===== config.mk =====
export PLATFORM = sky130hd
export DESIGN_NAME = ysyx_22040895_ifu
export DESIGN_NICKNAME = d
export VERILOG_FILES = /design/src/rtl/ysyx_22040895_ifu_pkg.sv /design/src/rtl/ysyx_22040895_ifu_wsel.sv /design/src/rtl/ysyx_22040895_ifu.sv
export SDC_FILE = /design/constraint.sdc
export NUM_CORES = 1
export LEC_CHECK = 0
export BUFFER_PORTS_ARGS = -buffer_cell sky130_fd_sc_hd__buf_2
export CAP_MARGIN = 20
export CORE_MARGIN = 5
export CORE_UTILIZATION = 43
export CTS_BUF_LIST = sky130_fd_sc_hd__clkbuf_16
export DETAILED_ROUTE_END_ITERATION = 6
export GPL_TIMING_DRIVEN = 0
export HOLD_SLACK_MARGIN = 0.03
export PLACE_DENSITY = 0.86
export SYNTH_ARGS = -nofsm -noshare
export SYNTH_HDL_FRONTEND = slang
export SYNTH_SLANG_ARGS = --single-unit

===== constraint.sdc =====
create_clock -name clk -period 2.01 [get_ports clk]
set_input_delay 0.402 -clock clk [delete_from_list [all_inputs] [get_ports clk]]
set_output_delay 0.402 -clock clk [all_outputs]
set_load 0.05 [all_outputs]

===== src/rtl/ysyx_22040895_ifu_pkg.sv =====
// Shared types and constants for the instruction-fetch unit.
package ysyx_22040895_ifu_pkg;

    localparam int unsigned XLEN   = 64;
    localparam int unsigned INST_W = 32;
    localparam int unsigned DATA_W = 64;

    localparam logic [INST_W-1:0] NOP_INST    = 32'h0000_0013;
    localparam logic              RST_ENABLE  = 1'b0;
    localparam logic              CHIP_ENABLE = 1'b1;

    typedef enum logic [2:0] {
        IFU_IDLE  = 3'd0,
        IFU_REQ   = 3'd1,
        IFU_WAIT  = 3'd2,
        IFU_VALID = 3'd3,
        IFU_DRAIN = 3'd4
    } ifu_state_e;

    function automatic logic is_misaligned(input logic [XLEN-1:0] pc);
        return pc[1:0] != 2'b00;
    endfunction

endpackage


===== src/rtl/ysyx_22040895_ifu_wsel.sv =====
// Picks the 32-bit word addressed by addr[2] out of a 64-bit memory beat.
module ysyx_22040895_ifu_wsel
    import ysyx_22040895_ifu_pkg::*;
(
    input  logic              sel_i,
    input  logic [DATA_W-1:0] data_i,
    output logic [INST_W-1:0] word_o
);

    assign word_o = sel_i ? data_i[DATA_W-1:INST_W] : data_i[INST_W-1:0];

endmodule


===== src/rtl/ysyx_22040895_ifu.sv =====
// Instruction fetch: latches the PC, performs one imem read, hands {inst, pc}
// to decode over valid/ready, and stalls the PC stage while a fetch is in flight.
module ysyx_22040895_ifu
    import ysyx_22040895_ifu_pkg::*;
(
    input  logic              clk,
    input  logic              rst,
    input  logic [XLEN-1:0]   pc_i,
    input  logic              ce_i,
    input  logic              flush_i,
    output logic              imem_req_o,
    output logic [XLEN-1:0]   imem_addr_o,
    input  logic              imem_gnt_i,
    input  logic              imem_rvalid_i,
    input  logic [DATA_W-1:0] imem_rdata_i,
    output logic [INST_W-1:0] inst_o,
    output logic [XLEN-1:0]   inst_pc_o,
    output logic              inst_valid_o,
    input  logic              inst_ready_i,
    output logic              misalign_o,
    output logic              fetch_busy_o
);

    ifu_state_e        state_q;
    logic [XLEN-1:0]   pc_q;
    logic [INST_W-1:0] inst_q;
    logic              misalign_q;
    logic              req_q;
    logic              valid_q;
    logic              stale_q;
    logic [INST_W-1:0] rword;

    ysyx_22040895_ifu_wsel u_wsel (
        .sel_i  (pc_q[2]),
        .data_i (imem_rdata_i),
        .word_o (rword)
    );

    always_ff @(posedge clk) begin
        if (rst == RST_ENABLE) begin
            state_q    <= IFU_IDLE;
            pc_q       <= '0;
            inst_q     <= '0;
            misalign_q <= 1'b0;
            req_q      <= 1'b0;
            valid_q    <= 1'b0;
            // Remember a granted request that reset orphaned; its beat may still arrive.
            stale_q    <= (state_q == IFU_WAIT) || (state_q == IFU_DRAIN) ||
                          ((state_q == IFU_REQ) && imem_gnt_i) ||
                          (stale_q && !imem_rvalid_i);
        end else begin
            if (imem_rvalid_i) begin
                stale_q <= 1'b0;
            end
            case (state_q)
                IFU_IDLE: begin
                    if ((ce_i == CHIP_ENABLE) && !flush_i) begin
                        pc_q <= pc_i;
                        if (is_misaligned(pc_i)) begin
                            inst_q     <= NOP_INST;
                            misalign_q <= 1'b1;
                            valid_q    <= 1'b1;
                            state_q    <= IFU_VALID;
                        end else begin
                            misalign_q <= 1'b0;
                            req_q      <= 1'b1;
                            state_q    <= IFU_REQ;
                        end
                    end
                end
                IFU_REQ: begin
                    if (imem_gnt_i) begin
                        req_q   <= 1'b0;
                        state_q <= flush_i ? IFU_DRAIN : IFU_WAIT;
                    end else if (flush_i) begin
                        req_q   <= 1'b0;
                        state_q <= IFU_IDLE;
                    end
                end
                IFU_WAIT: begin
                    if (imem_rvalid_i) begin
                        if (flush_i) begin
                            state_q <= IFU_IDLE;
                        end else begin
                            inst_q  <= rword;
                            valid_q <= 1'b1;
                            state_q <= IFU_VALID;
                        end
                    end else if (flush_i) begin
                        state_q <= IFU_DRAIN;
                    end
                end
                IFU_VALID: begin
                    if (flush_i || inst_ready_i) begin
                        valid_q <= 1'b0;
                        state_q <= IFU_IDLE;
                    end
                end
                IFU_DRAIN: begin
                    if (imem_rvalid_i) begin
                        state_q <= IFU_IDLE;
                    end
                end
                default: begin
                    req_q   <= 1'b0;
                    valid_q <= 1'b0;
                    state_q <= IFU_IDLE;
                end
            endcase
        end
    end

    assign imem_req_o   = req_q;
    assign imem_addr_o  = {pc_q[XLEN-1:3], 3'b000};
    assign inst_o       = inst_q;
    assign inst_pc_o    = pc_q;
    assign inst_valid_o = valid_q;
    assign misalign_o   = misalign_q;
    assign fetch_busy_o = (state_q != IFU_IDLE) &&
                          !((state_q == IFU_VALID) && inst_ready_i);

    // A response beat is only legal while one is outstanding.
    a_rvalid_expected: assert property (@(posedge clk) disable iff (rst == RST_ENABLE)
        imem_rvalid_i |-> ((state_q == IFU_WAIT) || (state_q == IFU_DRAIN) || stale_q));

endmodule

After elaboration in Yosys (flattened, before gate mapping)
Cells that the tools add are included.
{"block": "totals", "word_cells": 67, "regBits": 102, "output_inout_bits": 164, "inputBits": 135}
{"block": "op_classes", "n_bitwise": 2, "n_mux": 29, "eq_ne": 13, "reduce_logical": 17}
{"cell": "32-bit two-way mux", "count": 5}
{"cell": "32-bit one-hot mux with 2 select lines", "count": 1}
{"cell": "3-bit two-way mux", "count": 8}
{"cell": "3-bit one-hot mux with 5 select lines", "count": 1}
{"cell": "2-bit inequality test, second input constant", "count": 7}
{"cell": "1-bit two-way mux", "count": 10}
{"cell": "5-bit AND reduction", "count": 2}
{"cell": "3-bit by 2-bit == test with 1-bit output, second input constant", "count": 2}
{"cell": "3-bit inequality test, second input constant", "count": 2}
{"cell": "6-bit AND reduction", "count": 1}
{"cell": "2-bit two-way mux", "count": 2}
{"cell": "1-bit one-hot mux with 4 select lines", "count": 1}
{"cell": "4-bit AND reduction", "count": 1}
{"cell": "2-bit nonzero test", "count": 2}
{"cell": "3-bit by 1-bit == test with 1-bit output, second input constant", "count": 1}
{"cell": "3-bit == test, second input constant", "count": 1}
{"cell": "1-bit logical AND", "count": 3}
{"cell": "3-bit logical NOT", "count": 1}
{"cell": "1-bit one-hot mux with 3 select lines", "count": 1}
{"cell": "3-bit nonzero test", "count": 1}
{"cell": "3-bit OR reduction", "count": 1}
{"cell": "1-bit logical NOT", "count": 2}
{"cell": "1-bit NOT", "count": 2}
{"cell": "2-bit AND reduction", "count": 1}
{"cell": "2 further kinds", "count": 2}

Depth between registers and ports, before layout
Gate-level depths: netlist of run 1.
{"block": "depth", "ltp_word": 4, "depth_mapped": 7, "mapped_depth_nobuf": 4}

By module
From an unflattened synthesis of run 1, not the netlist that was laid out.
{"block": "unflattened", "hier_cells": 587, "hier_area_um2": 5022.3}
{"mod": "ysyx_22040895_ifu", "n_inst": 1, "area_each_um2": 4478.0, "cells_each": 551, "seq_area_each_um2": 2042.0}
{"mod": "ysyx_22040895_ifu_wsel", "n_inst": 1, "area_each_um2": 544.3, "cells_each": 36, "seq_area_each_um2": 0.0}

Worst setup path before layout of run 1
No wires, ideal clock.
{"block": "synth_timing", "kind": "register to output", "from": "register state_q[1]", "to": "output fetch_busy_o", "required_ns": 1.608, "n_path_buf": 2, "arrival_time_ns": 1.514, "stages_incl_launch_ff": 5, "slack_ns": 0.094, "cell_sequence": "dfxtp_1 -> buf_2 -> clkbuf_1 -> and3_1 -> o21bai_1"}
{"block": "synth_between", "elab_chain_len": 4, "word_cells_on_any_way": 5, "cone_classes": "eq/ne (1); reduce/logical (4)"}
{"item": "start, declared", "line_no": "ysyx_22040895_ifu.sv:24", "rtl": "ifu_state_e state_q;"}
{"item": "start signal, assigned", "line_no": "ysyx_22040895_ifu.sv:74", "rtl": "state_q <= flush_i ? IFU_DRAIN : IFU_WAIT;"}
{"item": "3-bit by 2-bit == test with 1-bit output", "line_no": "ysyx_22040895_ifu.sv:120", "rtl": "!((state_q == IFU_VALID) && inst_ready_i);"}
{"item": "1-bit logical AND", "line_no": "ysyx_22040895_ifu.sv:120"}
{"item": "1-bit logical NOT", "line_no": "ysyx_22040895_ifu.sv:120"}
{"item": "1-bit logical AND *", "line_no": "ysyx_22040895_ifu.sv:119", "rtl": "assign fetch_busy_o = (state_q != IFU_IDLE) &&"}
{"item": "end, declared", "line_no": "ysyx_22040895_ifu.sv:21", "rtl": "output logic fetch_busy_o"}
Every way passes the cells marked *; elsewhere a longest branch is shown, timed or not.

Final worst setup path of run 1
Ends and elaborated chain as after synthesis.

==> out/summary.txt, run 1 <==
Top cells by count, synth = 159 x nand2_1, 102 x dfxtp_1, 68 x a21oi_1
Tot GR Track Use = 21.4%
Most common cell in the netlist = nand2_1
Clock slew at reported path FFs = 0.08 ns
Worst min path class = input pin to register
P&R area growth vs syn = 41.6%
Synth Register Bits = 102
Clock buffer depth = 2
CP arrival = 1.48 ns
Initial antenna violation count = 1
Skew final = 0.00750 ns
Routed vias = 4978
Synth cell types = 42
Yosys warns = 0
Leak = 3.38 nW
Clock sink count = 102
Max-slew violations = 0
Leading area contributor after synthesis = dfxtp_1
RSZ-0062 raised after global routing = no
Detailed-route wire length = 15.1 mm
H-tree depth = 3
Synth Cell Area = 0.00474 mm²
Sequential element share of the synthesized area = 43.0%
Initial Util = 43.8%
Site Rows = 38
CTS tree = built
CP Max Fanout = 16
IO Pins = 299
Routed vias/inst = 4.84
Final period util = 93.4%
I/O Buffers = 293
CTS root buffer = clkbuf_16
Final setup vio count = 0
Number of max-cap violations = 0
Final worst setup slack = 0.132 ns
FFs w/ async S/R, synth = 0%
Multi-input logic area = 0.00196 mm²
Top_reg_cell synth = dfxtp_1
Die width = 115 µm
RePlAce Congestion = 0.875
Required time of the critical path = 1.61 ns
Nets = 1018
DIE AREA = 0.0132 mm²
Pin count of the biggest net entering global routing = 19
Layout cells sized above 1 = 49.2%
Worst Tran Pin Value = 0.590 ns
Number of flops mapped to enable cells by yosys = 0
Vias in the first global route = 4609
Worst IR drop on VDD = 0.527 mV
Place WS = 0.141 ns
Fill count = 985
Reg area = 0.00204 mm²
Synth top area cells = dfxtp_1 43%, nand2_1 13%, buf_4 11%
PwrDens = 1100 mW/mm²
ANT nets after route = 0
GRT overflow = 0
Core area = 0.0108 mm²
Mapped Cells = 578
DPL Wire Length = 12.1 mm
Worst rel slew slack = 60.6%
Wire length per cell = 14.7 µm
Router iterations before antenna repair = 4
TritonCTS buffer count = 9
Initial DRC Count = 214
Final min period = 1.88 ns
Post-route DRC = 0
Crit start category = register
Fmax = 532 MHz
Height of the chip = 115 µm
Final Hold Fails = 0
Share of the synthesized area in the top cell type = 43.0%
Critical path type = register to output pin
First-pass GRT wire length = 22.6 mm
Mean Syn Cell Area = 8.21 µm²
CTS resizes = 0
Setup tns final = 0 ns
Status = completed
Setup crit end kind = output pin
Clk_lat worst skew = 0.34 ns
[critical path, stage by stage (launching register included)]
cell and delay (ns):
dfxtp_1 0.30, buf_2 0.25, nor2_1 0.16, o21bai_1 0.15
buf_2 0.28
[logic make-up (layout without fill, tap and decap cells)]
family	after synthesis	count (layout)	synth area share, %
simple gates	213	213	19.5
flops	102	102	43.0
buf+inv	113	421	15.7
compound gates	116	116	13.9
mux	33	33	7.73
other cells	1	4	0.0790
[path summary, 6_finish.rpt]
path	cells after the start	slack [ns]	startpoint	to
worst max-delay path	4	0.13	state_q[1]	fetch_busy_o
worst min-delay path	3	0.29	pc_i[32]	inst_pc_o[32]
worst max register to register	5	0.21	state_q[1]	inst_o[2]
worst min register to register	2	0.46	inst_o[27]	inst_o[27]
[cell type report]
type / count / share of cell area (%)
flip-flops and latches: 102 / 30.4
multi-input cells: 365 / 29.2
repair buffers: 293 / 21.8
plain buffers: 110 / 10.9
clock buffers: 9 / 3.35
well taps: 140 / 2.61
clock inverters: 7 / 1.53
inverters: 2 / 0.112
diodes: 1 / 0.0372
[sequential cells by signal, indices dropped and copies added, names as in the netlist]
| signal | flops |
|---|---|
| state_q | 3 |
| misalign_o | 1 |
| inst_o | 32 |
| inst_valid_o | 1 |
| imem_req_o | 1 |
| inst_pc_o | 64 |
[report_power, final]
| group | internal [mW] | total [mW] | switching (mW) |
|---|---|---|---|
| sequential | 2.23 | 2.39 | 0.156 |
| clock | 1.11 | 1.92 | 0.803 |
| combinational | 0.902 | 3.07 | 2.17 |
[layout by cell type (no fill, tap or decap), types with 2 or more instances in the layout]
| cell | netlist | layout |
|---|---|---|
| nand4_1 | 29 | 29 |
| clkbuf_2 | 2 | 2 |
| clkbuf_1 | 22 | 21 |
| nand2b_1 | 2 | 2 |
| nor2_1 | 7 | 7 |
| and3_1 | 2 | 2 |
| buf_6 | 7 | 7 |
| buf_2 | 13 | 306 |
| conb_1 | 1 | 3 |
| nor3_1 | 3 | 3 |
| clkbuf_16 | 0 | 9 |
| o21ai_1 | 3 | 3 |
| buf_4 | 67 | 67 |
| nand2_1 | 159 | 159 |
| dfxtp_1 | 102 | 102 |
| o21ai_0 | 30 | 30 |
| and2_1 | 2 | 2 |
| mux2i_1 | 4 | 4 |
| bufinv_16 | 0 | 2 |
| a2111o_1 | 2 | 2 |
| mux2_2 | 29 | 29 |
| a21oi_1 | 68 | 68 |
| inv_6 | 0 | 3 |
| a311oi_1 | 3 | 3 |
[per-stage QoR]
step	power (mW)	area [µm²]	hold slack (ns)	utilization, %	instances
global placement	5.49	6390	0.440	59.0	1013
CTS	7.43	6720	0.283	62.0	1028
finish	7.37	6720	0.291	62.0	1029
floorplan	4.77	4750	0.538	-	580
global route	7.72	6720	0.292	62.0	1029
detailed placement	5.53	6390	0.446	59.0	1013
[layer usage]
metal	share of wire, %	GRT usage (%)	vias up
li1	-	-	2493
met1	37	23.6	2248
met2	52	39.7	215
met3	9.1	5.26	22
met4	1.8	7.28	0
met5	0	0	-
[repair_timing]
| item | CTS | global route |
|---|---|---|
| hold endpoints to repair | 0 | 0 |
| endpoints found under the setup margin | 1 | 0 |
| hold buffers | 0 | 0 |
| buffers inserted | 0 | 0 |
Power figures use the tool's default switching activity.
==> run 2, diff against run 1 <==
CELL_PAD_IN_SITES_DETAIL_PLACEMENT = 1   (was default)
CELL_PAD_IN_SITES_GLOBAL_PLACEMENT = 1   (was default)
CORE_UTILIZATION = 29   (was 43)
PLACE_DENSITY = 0.85   (was 0.86)
==> out/summary.txt, run 2 (synthesized netlist as in run 1, its figures left out) <==
Final Hold Fails = 0 (unchanged)
CP delay by family, top = buffers and inverters (unchanged)
Clock sink count = 102 (unchanged)
Slowest cell on crit path = dfxtp_1 (unchanged)
Required time of the critical path = 1.61 ns (about the same)
GRT overflow = 0 (unchanged)
Skew final = 0.00886 ns (was 0.00750 ns)
Number of max-cap violations = 0 (unchanged)
CTS root buffer = clkbuf_16 (unchanged)
TritonCTS buffer count = 9 (unchanged)
Reg power frac = 32.4% (about the same)
IO Pins = 299 (unchanged)
Worst min path class = input pin to register (unchanged)
Commonest non-fill, non-tap cell in the layout = buf_2 (unchanged)
RSZ-0062 raised after global routing = no (unchanged)
Largest register FFs = 64 (unchanged)
FF-to-FF Start = state_q[1] (unchanged)
Detailed-route wire length = 17.5 mm (was 15.1 mm)
Clock slew at reported path FFs = 0.08 ns (about the same)
Leak = 3.37 nW (was 3.38 nW)
CTS tree = built (unchanged)
Worst IR drop on VDD = 0.372 mV (was 0.527 mV)
Layout cells sized above 1 = 49.4% (was 49.2%)
Net Switching = 3.20 mW (was 3.13 mW)
Height of the chip = 138 µm (was 115 µm)
Status = completed (unchanged)
Clock power share = 24.7% (was 26.0%)
Pin count of the biggest net entering global routing = 19 (unchanged)
RePlAce Congestion = 0.813 (was 0.875)
Reg2reg end = inst_o[26] (was inst_o[2])
CP Max Fanout = 10 (was 16)
Setup crit end kind = output pin (unchanged)
DIE AREA = 0.0190 mm² (was 0.0132 mm²)
PwrDens = 1080 mW/mm² (was 1100 mW/mm²)
Worst rel slew slack = 54.2% (was 60.6%)
Worst r2r path cells = 5 (unchanged)
Postcts setup bufs = 0 (unchanged)
Crit start category = register (unchanged)
Cell Chain, Critical Path = buf_2, buf_2, and3_1, o21bai_1, buf_4 (was buf_2, nor2_1, o21bai_1, buf_2)
CP arrival = 1.50 ns (was 1.48 ns)
Critical Path Max Stage Delay = 0.30 ns (about the same)
Cell mode on critical path = buf_2 (unchanged)
Hold path depth = 3 (unchanged)
Hold Crit Endpoint = inst_pc_o[50] (was inst_pc_o[32])
I/O Buffers = 293 (unchanged)
Clock buffer depth = 2 (unchanged)
DPL Wire Length = 14.1 mm (was 12.1 mm)
Finished Cell Area = 0.00680 mm² (was 0.00672 mm²)
Hold Crit Start = pc_i[50] (was pc_i[32])
Pint = 4.13 mW (was 4.25 mW)
Final min period = 1.91 ns (was 1.88 ns)
Most frequent cells in the layout = 306 x buf_2, 159 x nand2_1, 102 x dfxtp_1 (unchanged)
Routed vias = 5010 (was 4978)
Max-slew violations = 0 (unchanged)
Die width = 138 µm (was 115 µm)
Worst Tran Pin Value = 0.687 ns (was 0.590 ns)
Site Rows = 46 (was 38)
Router iterations before antenna repair = 4 (unchanged)
Wire length per cell = 15.8 µm (was 14.7 µm)
P&R area growth vs syn = 43.3% (was 41.6%)
Post-CTS Hold Fix Bufs = 0 (unchanged)
Fin cells = 1105 (was 1029)
Critical path type = register to output pin (unchanged)
Placed cell area = 0.00649 mm² (was 0.00639 mm²)
Initial Util = 29.8% (was 43.8%)
Initial antenna violation count = 0 (was 1)
Vias in the first global route = 5169 (was 4609)
Clk_lat worst skew = 0.35 ns (was 0.34 ns)
Post-route DRC = 0 (unchanged)
Logic pwr share = 42.9% (was 41.6%)
Tot GR Track Use = 17.8% (was 21.4%)
Routed vias/inst = 4.53 (was 4.84)
Sum of buffers and inverters on the critical path = 3 (was 2)
ANT nets after route = 0 (unchanged)
First-pass GRT wire length = 26.5 mm (was 22.6 mm)
H-tree depth = 3 (unchanged)
Core area = 0.0159 mm² (was 0.0108 mm²)
Reg-to-reg slack, setup = 0.28 ns (was 0.21 ns)
Switching Share = 43.7% (was 42.4%)
Final setup vio count = 0 (unchanged)
# placed instances = 1089 (was 1013)
Final core utilization = 42.6% (was 62.0%)
Fmax = 525 MHz (was 532 MHz)
Initial DRC Count = 139 (was 214)
Final period util = 94.9% (was 93.4%)
Nets = 1019 (was 1018)
# diodes = 0 (was 1)
[run 2: changes by cell type in the layout (fill, tap and decap cells not counted)]
cell and delta:
clkbuf_2 +1, buf_4 +1, clkinvlp_4 +2, inv_8 -1, diode_2 -1, clkinv_4 +2
bufinv_16 -1, clkbuf_1 -1, clkinv_2 -1, inv_6 -1
[run 2: repair_timing]
item                                    4_1_cts  5_1_grt
gates resized for setup                       2        3
hold endpoints to repair                      0        0
endpoints found under the setup margin        1        3
[run 2: stage by stage]
| stage | setup WS, ns | total power [mW] | TNS (ns) | hold WS (ns) |
|---|---|---|---|---|
| 4_1_cts | 0.0459 | 7.43 | 0 | 0.261 |
| 6_report | 0.103 | 7.33 | 0 | 0.279 |
| 2_1_floorplan | 0.0939 | 4.77 | 0 | 0.538 |
| 5_1_grt | 0.00725 | 7.72 | 0 | 0.268 |
| 3_3_place_gp | 0.0845 | 5.54 | 0 | 0.438 |
| 3_5_place_dp | -0.000737 | 5.59 | -0.000737 | 0.447 |
[run 2: layout make-up]
type	instances	area [µm²]
fill	2065	9140
timing repair buffer	293	1470
inverter	2	7.51
clock inverter	7	80.1
multi-input combinational	365	1960
sequential	102	2040
clock buffer	9	225
buffer	111	742
tap	216	270
[run 2: how the worst max path moves through the flow]
stage	cells after the start	slack [ns]	to	startpoint
final	5	0.10	fetch_busy_o	state_q[1]
after global routing	5	0.007	fetch_busy_o	state_q[1]
after CTS	5	0.05	fetch_busy_o	state_q[1]
after detailed placement	6	-0.0007	inst_o[30]	pc_i[0]
after global placement	6	0.08	inst_o[7]	pc_i[0]
after floorplan	4	0.09	fetch_busy_o	state_q[1]
[run 2: layer usage]
metal,track usage [%],part of all wire (%),up-vias
li1,-,-,2489
met1,18.7,38,2305
met2,33.3,51,198
met3,5.91,9.8,18
met4,5.82,1.6,0
met5,0,0,-
[run 2: worst reg2reg max path, delay by kind of cell (launching register included)]
kind | cells | cell delay [ns]
simple gates | 1 | 0.31
buf+inv | 2 | 0.40
compound gates | 2 | 0.61
flops | 1 | 0.30
[run 2: power groups by stage]
stage	Combinational (mW)	Clock, mW	Sequential [mW]
CTS	3.18	1.87	2.38
finish	3.14	1.81	2.38
global placement	3.12	0	2.42
floorplan	1.70	0	3.07
detailed placement	3.16	0	2.43
global route	3.36	1.95	2.41
